--- config.mk ---
export PLATFORM = sky130hd
export DESIGN_NAME = mul_fu_ctrl_flat
export DESIGN_NICKNAME = d
export VERILOG_FILES = /design/src/rtl/mul_fu_ctrl_if.sv /design/src/rtl/mul_fu_ctrl.sv /design/src/flat_wrapper.sv
export SDC_FILE = /design/constraint.sdc
export NUM_CORES = 1
export LEC_CHECK = 0
export CORE_MARGIN = 5
export CORE_UTILIZATION = 35
export CTS_CLUSTER_SIZE = 30
export DETAILED_ROUTE_END_ITERATION = 10
export PLACE_DENSITY = 0.7
export SLEW_MARGIN = 5
export SYNTH_ARGS = -nofsm -noshare
export SYNTH_HDL_FRONTEND = slang
export SYNTH_SLANG_ARGS = --single-unit
export TNS_END_PERCENT = 1
--- constraint.sdc ---
create_clock -name clk -period 1.98 [get_ports clk]
set_clock_uncertainty 0.15 [all_clocks]
set_input_delay 0.396 -clock clk [delete_from_list [all_inputs] [get_ports clk]]
set_output_delay 0.396 -clock clk [all_outputs]
set_load 0.05 [all_outputs]
--- src/rtl/mul_fu_ctrl_if.sv ---
// mul_fu_ctrl_if: branch tag type plus the RS/multiplier/CDB bundle; master = controller side, slave = environment side
package mul_fu_pkg;
  typedef struct packed {
    logic       sign;
    logic [3:0] tag;
  } branch_tag_t;
endpackage

interface mul_fu_if import mul_fu_pkg::*; #(parameter int ROB_WIDTH = 3);
  logic                 flush;
  branch_tag_t          flush_tag;
  logic                 issue;
  logic [31:0]          operand1;
  logic [31:0]          operand2;
  branch_tag_t          br_tag_in;
  logic [ROB_WIDTH-1:0] dest_ROB_in;
  logic [1:0]           mul_type;
  logic                 upper;
  logic                 running;
  logic                 mul_start;
  logic [31:0]          mul_a;
  logic [31:0]          mul_b;
  logic                 mul_a_signed;
  logic                 mul_b_signed;
  logic                 mul_done;
  logic [63:0]          mul_product;
  logic                 cdb_req;
  logic [31:0]          cdb_rd_v;
  logic [ROB_WIDTH-1:0] cdb_dest_ROB;
  logic                 cdb_grant;
  modport master (
    input  flush, flush_tag, issue, operand1, operand2, br_tag_in, dest_ROB_in, mul_type, upper,
           mul_done, mul_product, cdb_grant,
    output running, mul_start, mul_a, mul_b, mul_a_signed, mul_b_signed, cdb_req, cdb_rd_v, cdb_dest_ROB
  );
  modport slave (
    output flush, flush_tag, issue, operand1, operand2, br_tag_in, dest_ROB_in, mul_type, upper,
           mul_done, mul_product, cdb_grant,
    input  running, mul_start, mul_a, mul_b, mul_a_signed, mul_b_signed, cdb_req, cdb_rd_v, cdb_dest_ROB
  );
endinterface

--- src/rtl/mul_fu_ctrl.sv ---
// mul_fu_ctrl: multiply FU sequencer; ports clk, rst, fu (mul_fu_if.master: RS issue/running, multiplier start/done, CDB req/grant, flush)
module mul_fu_ctrl import mul_fu_pkg::*; #(
  parameter int ROB_WIDTH = 3
) (
  input logic      clk,
  input logic      rst,
  mul_fu_if.master fu
);
  localparam logic [2:0] IDLE = 3'd0, START = 3'd1, WAIT = 3'd2, RESULT = 3'd3, DRAIN = 3'd4;
  logic [2:0]           state_q, state_d;
  logic [31:0]          a_q, b_q, rd_q;
  logic                 as_q, bs_q, upper_q;
  branch_tag_t          tag_q;
  logic [ROB_WIDTH-1:0] rob_q;
  logic                 kill_in, kill_held, capture, take, busy;
  function automatic logic killed(branch_tag_t t, branch_tag_t f);
    return t.sign == f.sign ? (t.tag & f.tag) == f.tag : (t.tag & f.tag) == t.tag;
  endfunction
  always_comb begin
    kill_in   = fu.flush && killed(fu.br_tag_in, fu.flush_tag);
    kill_held = fu.flush && killed(tag_q, fu.flush_tag);
    capture   = fu.issue && !kill_in && (state_q == IDLE || (state_q == RESULT && fu.cdb_grant));
    busy      = state_q == START || state_q == WAIT;
    take      = busy && fu.mul_done && !kill_held;
    state_d   = state_q == IDLE   ? (capture ? START : IDLE) :
                busy              ? (fu.mul_done ? (kill_held ? IDLE : RESULT) : (kill_held ? DRAIN : WAIT)) :
                state_q == DRAIN  ? (fu.mul_done ? IDLE : DRAIN) :
                state_q == RESULT ? (fu.cdb_grant ? (capture ? START : IDLE) : (kill_held ? IDLE : RESULT)) :
                IDLE;
  end
  always_ff @(posedge clk) begin
    if (rst) begin
      state_q <= IDLE;
      a_q     <= '0;
      b_q     <= '0;
      rd_q    <= '0;
      as_q    <= 1'b0;
      bs_q    <= 1'b0;
      upper_q <= 1'b0;
      tag_q   <= '0;
      rob_q   <= '0;
    end else begin
      state_q <= state_d;
      if (capture) begin
        a_q     <= fu.operand1;
        b_q     <= fu.operand2;
        as_q    <= fu.mul_type == 2'd1 || fu.mul_type == 2'd2;
        bs_q    <= fu.mul_type == 2'd1;
        upper_q <= fu.upper;
        tag_q   <= fu.br_tag_in;
        rob_q   <= fu.dest_ROB_in;
      end
      if (take) rd_q <= upper_q ? fu.mul_product[63:32] : fu.mul_product[31:0];
    end
  end
  assign fu.running      = busy || state_q == DRAIN || (state_q == RESULT && !fu.cdb_grant);
  assign fu.mul_start    = state_q == START;
  assign fu.mul_a        = a_q;
  assign fu.mul_b        = b_q;
  assign fu.mul_a_signed = as_q;
  assign fu.mul_b_signed = bs_q;
  assign fu.cdb_req      = state_q == RESULT;
  assign fu.cdb_rd_v     = rd_q;
  assign fu.cdb_dest_ROB = rob_q;
endmodule

--- src/flat_wrapper.sv ---
// flat-port wrapper written by rule: the top's interface ports become plain ports
module mul_fu_ctrl_flat import mul_fu_pkg::*;
#(
  parameter int ROB_WIDTH = 3
)
  (clk, rst, fu_flush, fu_flush_tag, fu_issue, fu_operand1, fu_operand2, fu_br_tag_in, fu_dest_ROB_in, fu_mul_type, fu_upper, fu_mul_done, fu_mul_product, fu_cdb_grant, fu_running, fu_mul_start, fu_mul_a, fu_mul_b, fu_mul_a_signed, fu_mul_b_signed, fu_cdb_req, fu_cdb_rd_v, fu_cdb_dest_ROB);
  mul_fu_if #(.ROB_WIDTH(ROB_WIDTH)) fu_i ();
  input logic clk;
  input logic rst;
  input wire logic [$bits(fu_i.flush)-1:0] fu_flush;
  input wire logic [$bits(fu_i.flush_tag)-1:0] fu_flush_tag;
  input wire logic [$bits(fu_i.issue)-1:0] fu_issue;
  input wire logic [$bits(fu_i.operand1)-1:0] fu_operand1;
  input wire logic [$bits(fu_i.operand2)-1:0] fu_operand2;
  input wire logic [$bits(fu_i.br_tag_in)-1:0] fu_br_tag_in;
  input wire logic [$bits(fu_i.dest_ROB_in)-1:0] fu_dest_ROB_in;
  input wire logic [$bits(fu_i.mul_type)-1:0] fu_mul_type;
  input wire logic [$bits(fu_i.upper)-1:0] fu_upper;
  input wire logic [$bits(fu_i.mul_done)-1:0] fu_mul_done;
  input wire logic [$bits(fu_i.mul_product)-1:0] fu_mul_product;
  input wire logic [$bits(fu_i.cdb_grant)-1:0] fu_cdb_grant;
  output wire logic [$bits(fu_i.running)-1:0] fu_running;
  output wire logic [$bits(fu_i.mul_start)-1:0] fu_mul_start;
  output wire logic [$bits(fu_i.mul_a)-1:0] fu_mul_a;
  output wire logic [$bits(fu_i.mul_b)-1:0] fu_mul_b;
  output wire logic [$bits(fu_i.mul_a_signed)-1:0] fu_mul_a_signed;
  output wire logic [$bits(fu_i.mul_b_signed)-1:0] fu_mul_b_signed;
  output wire logic [$bits(fu_i.cdb_req)-1:0] fu_cdb_req;
  output wire logic [$bits(fu_i.cdb_rd_v)-1:0] fu_cdb_rd_v;
  output wire logic [$bits(fu_i.cdb_dest_ROB)-1:0] fu_cdb_dest_ROB;
  assign fu_i.flush = fu_flush;
  assign fu_i.flush_tag = fu_flush_tag;
  assign fu_i.issue = fu_issue;
  assign fu_i.operand1 = fu_operand1;
  assign fu_i.operand2 = fu_operand2;
  assign fu_i.br_tag_in = fu_br_tag_in;
  assign fu_i.dest_ROB_in = fu_dest_ROB_in;
  assign fu_i.mul_type = fu_mul_type;
  assign fu_i.upper = fu_upper;
  assign fu_i.mul_done = fu_mul_done;
  assign fu_i.mul_product = fu_mul_product;
  assign fu_i.cdb_grant = fu_cdb_grant;
  assign fu_running = fu_i.running;
  assign fu_mul_start = fu_i.mul_start;
  assign fu_mul_a = fu_i.mul_a;
  assign fu_mul_b = fu_i.mul_b;
  assign fu_mul_a_signed = fu_i.mul_a_signed;
  assign fu_mul_b_signed = fu_i.mul_b_signed;
  assign fu_cdb_req = fu_i.cdb_req;
  assign fu_cdb_rd_v = fu_i.cdb_rd_v;
  assign fu_cdb_dest_ROB = fu_i.cdb_dest_ROB;
  mul_fu_ctrl #(.ROB_WIDTH(ROB_WIDTH)) u_core (.clk(clk), .rst(rst), .fu(fu_i));
endmodule
# After elaboration in Yosys (flattened, before gate mapping)
# Cells that the tools add are included.
# Widths: inputs -> output; s select.
[word_totals] inputBits=150 out_inout_bits=104 reg_bits=110
[classes] n_reduce_logical=17 bitwise=2 eq_ne=12 mux=13
[op_table] op="$mux 32" n=1
[op_table] op="$mux 3" n=8
[op_table] op="$eq 4x4->1" n=4
[op_table] op="$and 4x4->4" n=2
[op_table] op="$logic_and 1x1->1" n=8
[op_table] op="$eq 3x2->1 const B" n=2
[op_table] op="$logic_or 1x1->1" n=5
[op_table] op="$eq 3x1->1 const B" n=1
[op_table] op="$eq 3x3->1 const B" n=1
[op_table] op="$logic_not 1->1" n=3
[op_table] op="$logic_not 3->1" n=1
[op_table] op="$mux 1" n=3
[op_table] op="$eq 1x1->1" n=2
[op_table] op="$eq 2x1->1 const B" n=1
[op_table] op="$eq 2x2->1 const B" n=1
[op_table] op="$mux 2" n=1

# Longest topological paths before layout
[depth] ltp_word=13 mapped_depth=9 mapped_depth_nobuf=5

# Worst setup path after synthesis
# Ideal clock, no wire load.
[synth_path] path_kind="register to output" startpoint="register u_core.state_q[2]" endpoint="output port fu_running" setup_slack_ps=-407 t_arrival_ps=1841 required_ps=1434 stages_incl_launch_ff=5 n_path_buf=1 path_cell_list="dfxtp_1 > clkbuf_1 > a21oi_1 > nor2b_1 > a211oi_1"
[synth_via] elab_chain_cells=4
[synth_lines] item="from (decl)" line_no="mul_fu_ctrl.sv:10" rtl="logic [2:0] state_q, state_d;"
[synth_lines] item="from (signal assigned)" line_no="mul_fu_ctrl.sv:43" rtl="state_q <= state_d;"
[synth_lines] item="$eq 3x1->1 / $eq 3x2->1 (equally long branches)" line_no="mul_fu_ctrl.sv:23" rtl="busy = state_q == START || state_q == WAIT;"
[synth_lines] item="$logic_or 1x1->1" line_no="mul_fu_ctrl.sv:23"
[synth_lines] item="$logic_or 1x1->1" line_no="mul_fu_ctrl.sv:56" rtl="assign fu.running = busy || state_q == DRAIN || (state_q == RESULT && !fu.cdb_grant);"
[synth_lines] item="$logic_or 1x1->1 (*)" line_no="mul_fu_ctrl.sv:56"
[synth_lines] item="to (decl)" line_no="flat_wrapper.sv:22" rtl="output wire logic [$bits(fu_i.running)-1:0] fu_running;"
# Mark *: on every way between the ends. The rest lies on a longest branch, timed or not.

# Worst setup path in the final report
[layout_path] startpoint="input port fu_flush" endpoint="register u_core.rd_q[7], in the netlist u_core.fu.cdb_rd_v[7]"
[layout_via] elab_chain_cells=3
[layout_lines] item="from (decl)" line_no="flat_wrapper.sv:10" rtl="input wire logic [$bits(fu_i.flush)-1:0] fu_flush;"
[layout_lines] item="$logic_and 1x1->1" line_no="mul_fu_ctrl.sv:21" rtl="kill_held = fu.flush && killed(tag_q, fu.flush_tag);"
[layout_lines] item="$logic_not 1->1" line_no="mul_fu_ctrl.sv:24" rtl="take = busy && fu.mul_done && !kill_held;"
[layout_lines] item="$logic_and 1x1->1" line_no="mul_fu_ctrl.sv:24"
[layout_lines] item="to (signal assigned)" line_no="mul_fu_ctrl.sv:53" rtl="if (take) rd_q <= upper_q ? fu.mul_product[63:32] : fu.mul_product[31:0];"
[layout_lines] item="to (decl)" line_no="mul_fu_ctrl.sv:11" rtl="logic [31:0] a_q, b_q, rd_q;"
# No other way between the ends.
# A chain may end at the register's enable or synchronous reset.

==> impl_results.md <==
* Synth warn at 0
* CP Depth at 6
* Fin worst setup slack at -0.114 ns
* Post-synth top flop: dfxtp_1
* Total Power at 7380 uW
* End point of the critical path: u_core.fu.cdb_rd_v[7]
* Minimum clock period at 2.09 ns
* Num rows at 45
* Port Buffers at 253
* DRT antenna net count at 0
* Post-synth ARST share at 0%
* Tot GR Track Use at 18.4%
* Top cells by area, synth: dfxtp_1 (41%), nand2b_1 (17%), mux2i_1 (14%)
* Starting Density at 35.7%
* Inserted Clock Buffers at 9
* Post-DP HPWL at 13,000 microns
* Global-route wire length before repair at 26,800 microns
* Pin count of the biggest net entering global routing at 97
* Cell Int Power at 4760 uW
* Residual DRC at 0
* DR vias at 5,069
* EDFF count, synth at 0
* Clk slew on worst S/H paths at 0.07 ns
* Gr busiest metal: met2
* DR iter-0 viols at 252
* Distinct cells, synth at 36
* Post-Syn Area at 5420 sq um
* Worst vdd ir at 510 uV
* Power density over the cells at 862 nW/um^2
* Clk network pwr share at 26.7%
* Drt pass-1 iters at 6
* CTS H-tree lvls at 3
* Leak pwr at 0.00343 uW
* Most common cell in the netlist: nand2b_1
* Initial antenna violation count at 2
* Net switching power at 2620 uW
* Gate Count Post-Synth at 573
* Layout fillers at 1,311
* Final Cycle Share at 106%
* Hold WC Path Type: register to register
* Vias in the first global route at 5,251
* WP data arrival at 2.17 ns
* RSZ-0062 raised after global routing: true
* Slew Limit Fails at 0
* CP max FO at 32
* Final wirelength at 17,200 microns
* CP Buf/Inv Count at 2
* Clk root buf: clkbuf_16
* CTS tree: built
* Logic pwr share at 37.8%
* #FFs+latches synth at 110
* GP Congestion at 0.751
* Synth top area share at 40.6%
* Die area at 18,100 sq um
* Top Ports at 254
* Slowest stage delay, CP at 0.48 ns
* Status: finished, violations left
* Max clock buf depth at 2
* Syn_nets at 724
* Max Cap Viol at 0
* Sequential power share at 35.5%
* GRT Residual Overflow at 0
* Global routing usage on met2 at 33.0%
* Crit-path cells: clkdlybuf4s50_1, or3b_1, or4_4, buf_12, a31oi_2, nor3_1
* Nets at 971
* Fin Setup TNS at -2.33 ns
* WL/cell at 16.9 microns
* R2r setup slk at -0.10 ns
* Met1 Use GR at 20.5%
* R2R Path Start: u_core.tag_q[4]
* Failing checks: negative setup slack
* Syn_area_per_cell at 9.46 sq um
* Largest area contributor in the netlist: dfxtp_1
* Seq/Total Area, Yosys at 40.6%
* Met3 Track Usage GR at 5.51%
* CP delay by family, top: simple AND/OR/NAND/NOR gates
* Max Freq at 0.477 GHz
* CP Class: input pin to register
* Die Width at 134 microns
* CP startpoint: fu_flush
* Via-to-Cell Ratio at 4.99
* Startpoint Class: input pin
* Switching share of power at 35.5%
* Die Y-Extent at 134 microns
* Area Growth Syn to Fin at 57.9%
* Core ar. at 15,200 sq um
* Slew headroom at 70.4%
* Measured slew at the worst slew-check pin at 0.445 ns
* Endpoints failing setup at 32
* Slowest cell on the critical path: clkdlybuf4s50_1
* CTS sink count at 110
* R2R depth at 6
* Worst EP required at 2.05 ns
* Reg-to-reg endpoint: u_core.fu.cdb_rd_v[7]
* Hold Fails Final Rpt at 0
* Worst-skew pair later-pin latency at 0.35 ns
* Most frequent cells after synthesis: nand2b_1 (148), dfxtp_1 (110), mux2i_1 (75)
* Crit path capture type: register
* Layout cells sized above 1 at 26.2%
-- how the worst min path moves through the flow --
stage,from,slack (ns),end,depth (start not counted)
4_1_cts,u_core.fu.mul_a[14],0.33,u_core.fu.mul_a[14],2
3_3_place_gp,u_core.fu.mul_a[22],0.31,u_core.fu.mul_a[22],2
5_1_grt,u_core.fu.cdb_dest_ROB[0],0.34,u_core.fu.cdb_dest_ROB[0],2
2_1_floorplan,u_core.tag_q[4],0.31,u_core.tag_q[4],2
3_5_place_dp,u_core.fu.mul_a[14],0.32,u_core.fu.mul_a[14],2
6_report,u_core.fu.mul_a[14],0.33,u_core.fu.mul_a[14],2
-- power groups by stage --
stage	Clock [uW]	Combinational (uW)	Sequential (uW)
final	1970	2790	2620
after global routing	2110	2940	2650
after CTS	2020	2790	2620
after detailed placement	0	2770	2660
after global placement	0	2720	2650
after floorplan	0	928	3440
-- area by class of cell --
class | count | area, sq um | area share, %
antenna | 2 | 5.00 | 0.0585
clock buffer | 9 | 225 | 2.63
clock inverter | 7 | 96.3 | 1.13
inverter | 6 | 22.5 | 0.263
multi-input combinational | 401 | 3030 | 35.3
sequential | 110 | 2210 | 25.8
tap | 188 | 235 | 2.75
timing repair buffer | 292 | 2740 | 32.0
-- routing by layer --
metal / wire length, microns / vias up / share of wire (%)
li1: - / 2504 / -
met1: 6850 / 2359 / 40
met2: 8660 / 178 / 50
met3: 1290 / 28 / 7.5
met4: 402 / 0 / 2.3
met5: 0 / - / 0
-- flip-flops by register name (all words and copies together) (netlist names), 3 cells and up --
name	count
u_core.fu.mul_a	32
u_core.fu.cdb_rd_v	32
u_core.fu.mul_b	32
u_core.state_q	3
u_core.tag_q	5
u_core.fu.cdb_dest_ROB	3
-- worst reg2reg max path, stage by stage, from the launching register on --
cell and delay (ns):
dfxtp_2 0.32, xor2_1 0.18, or3b_1 0.38, or4_4 0.44, buf_12 0.19, a31oi_2 0.21, nor3_1 0.09
-- layout by cell type, fill, tap and decap left out, drive strengths merged, types with 32 or more instances in the layout --
cell	count
clkdlybuf4s50	138
nor4	33
dfxtp	110
buf	144
nand2b	148
a31oi	33
mux2	32
mux2i	75
nor3	35
-- kinds of logic after synthesis --
family / count (synthesis) / synth area share (%)
compound gates: 45 / 5.33
xor+xnor: 3 / 0.485
fa+ha+maj: 1 / 0.231
buf+inv: 62 / 5.33
flops: 110 / 40.6
mux: 107 / 20.5
simple gates: 245 / 27.5
-- per-stage QoR --
stage	instance area, sq um	util [%]	setup slack (ns)	hold slack (ns)	instances
final	8560	56.3	-0.114	0.326	1015
after CTS	8500	55.9	-0.0805	0.329	1013
after floorplan	5430	-	-0.382	0.310	573
after global placement	8140	53.6	-0.602	0.308	997
after global routing	8560	56.3	-0.204	0.342	1015
after detailed placement	8140	53.6	-0.698	0.318	997
-- repair_timing --
| action | CTS | global route |
|---|---|---|
| pin swaps | 12 | 5 |
| gates resized for setup | 22 | 12 |
| endpoints found under the setup margin | 110 | 105 |
| hold endpoints to repair | 0 | 0 |
| hold buffers | 0 | 0 |
| buffers inserted | 0 | 0 |
(Power assumes the default switching activity.)
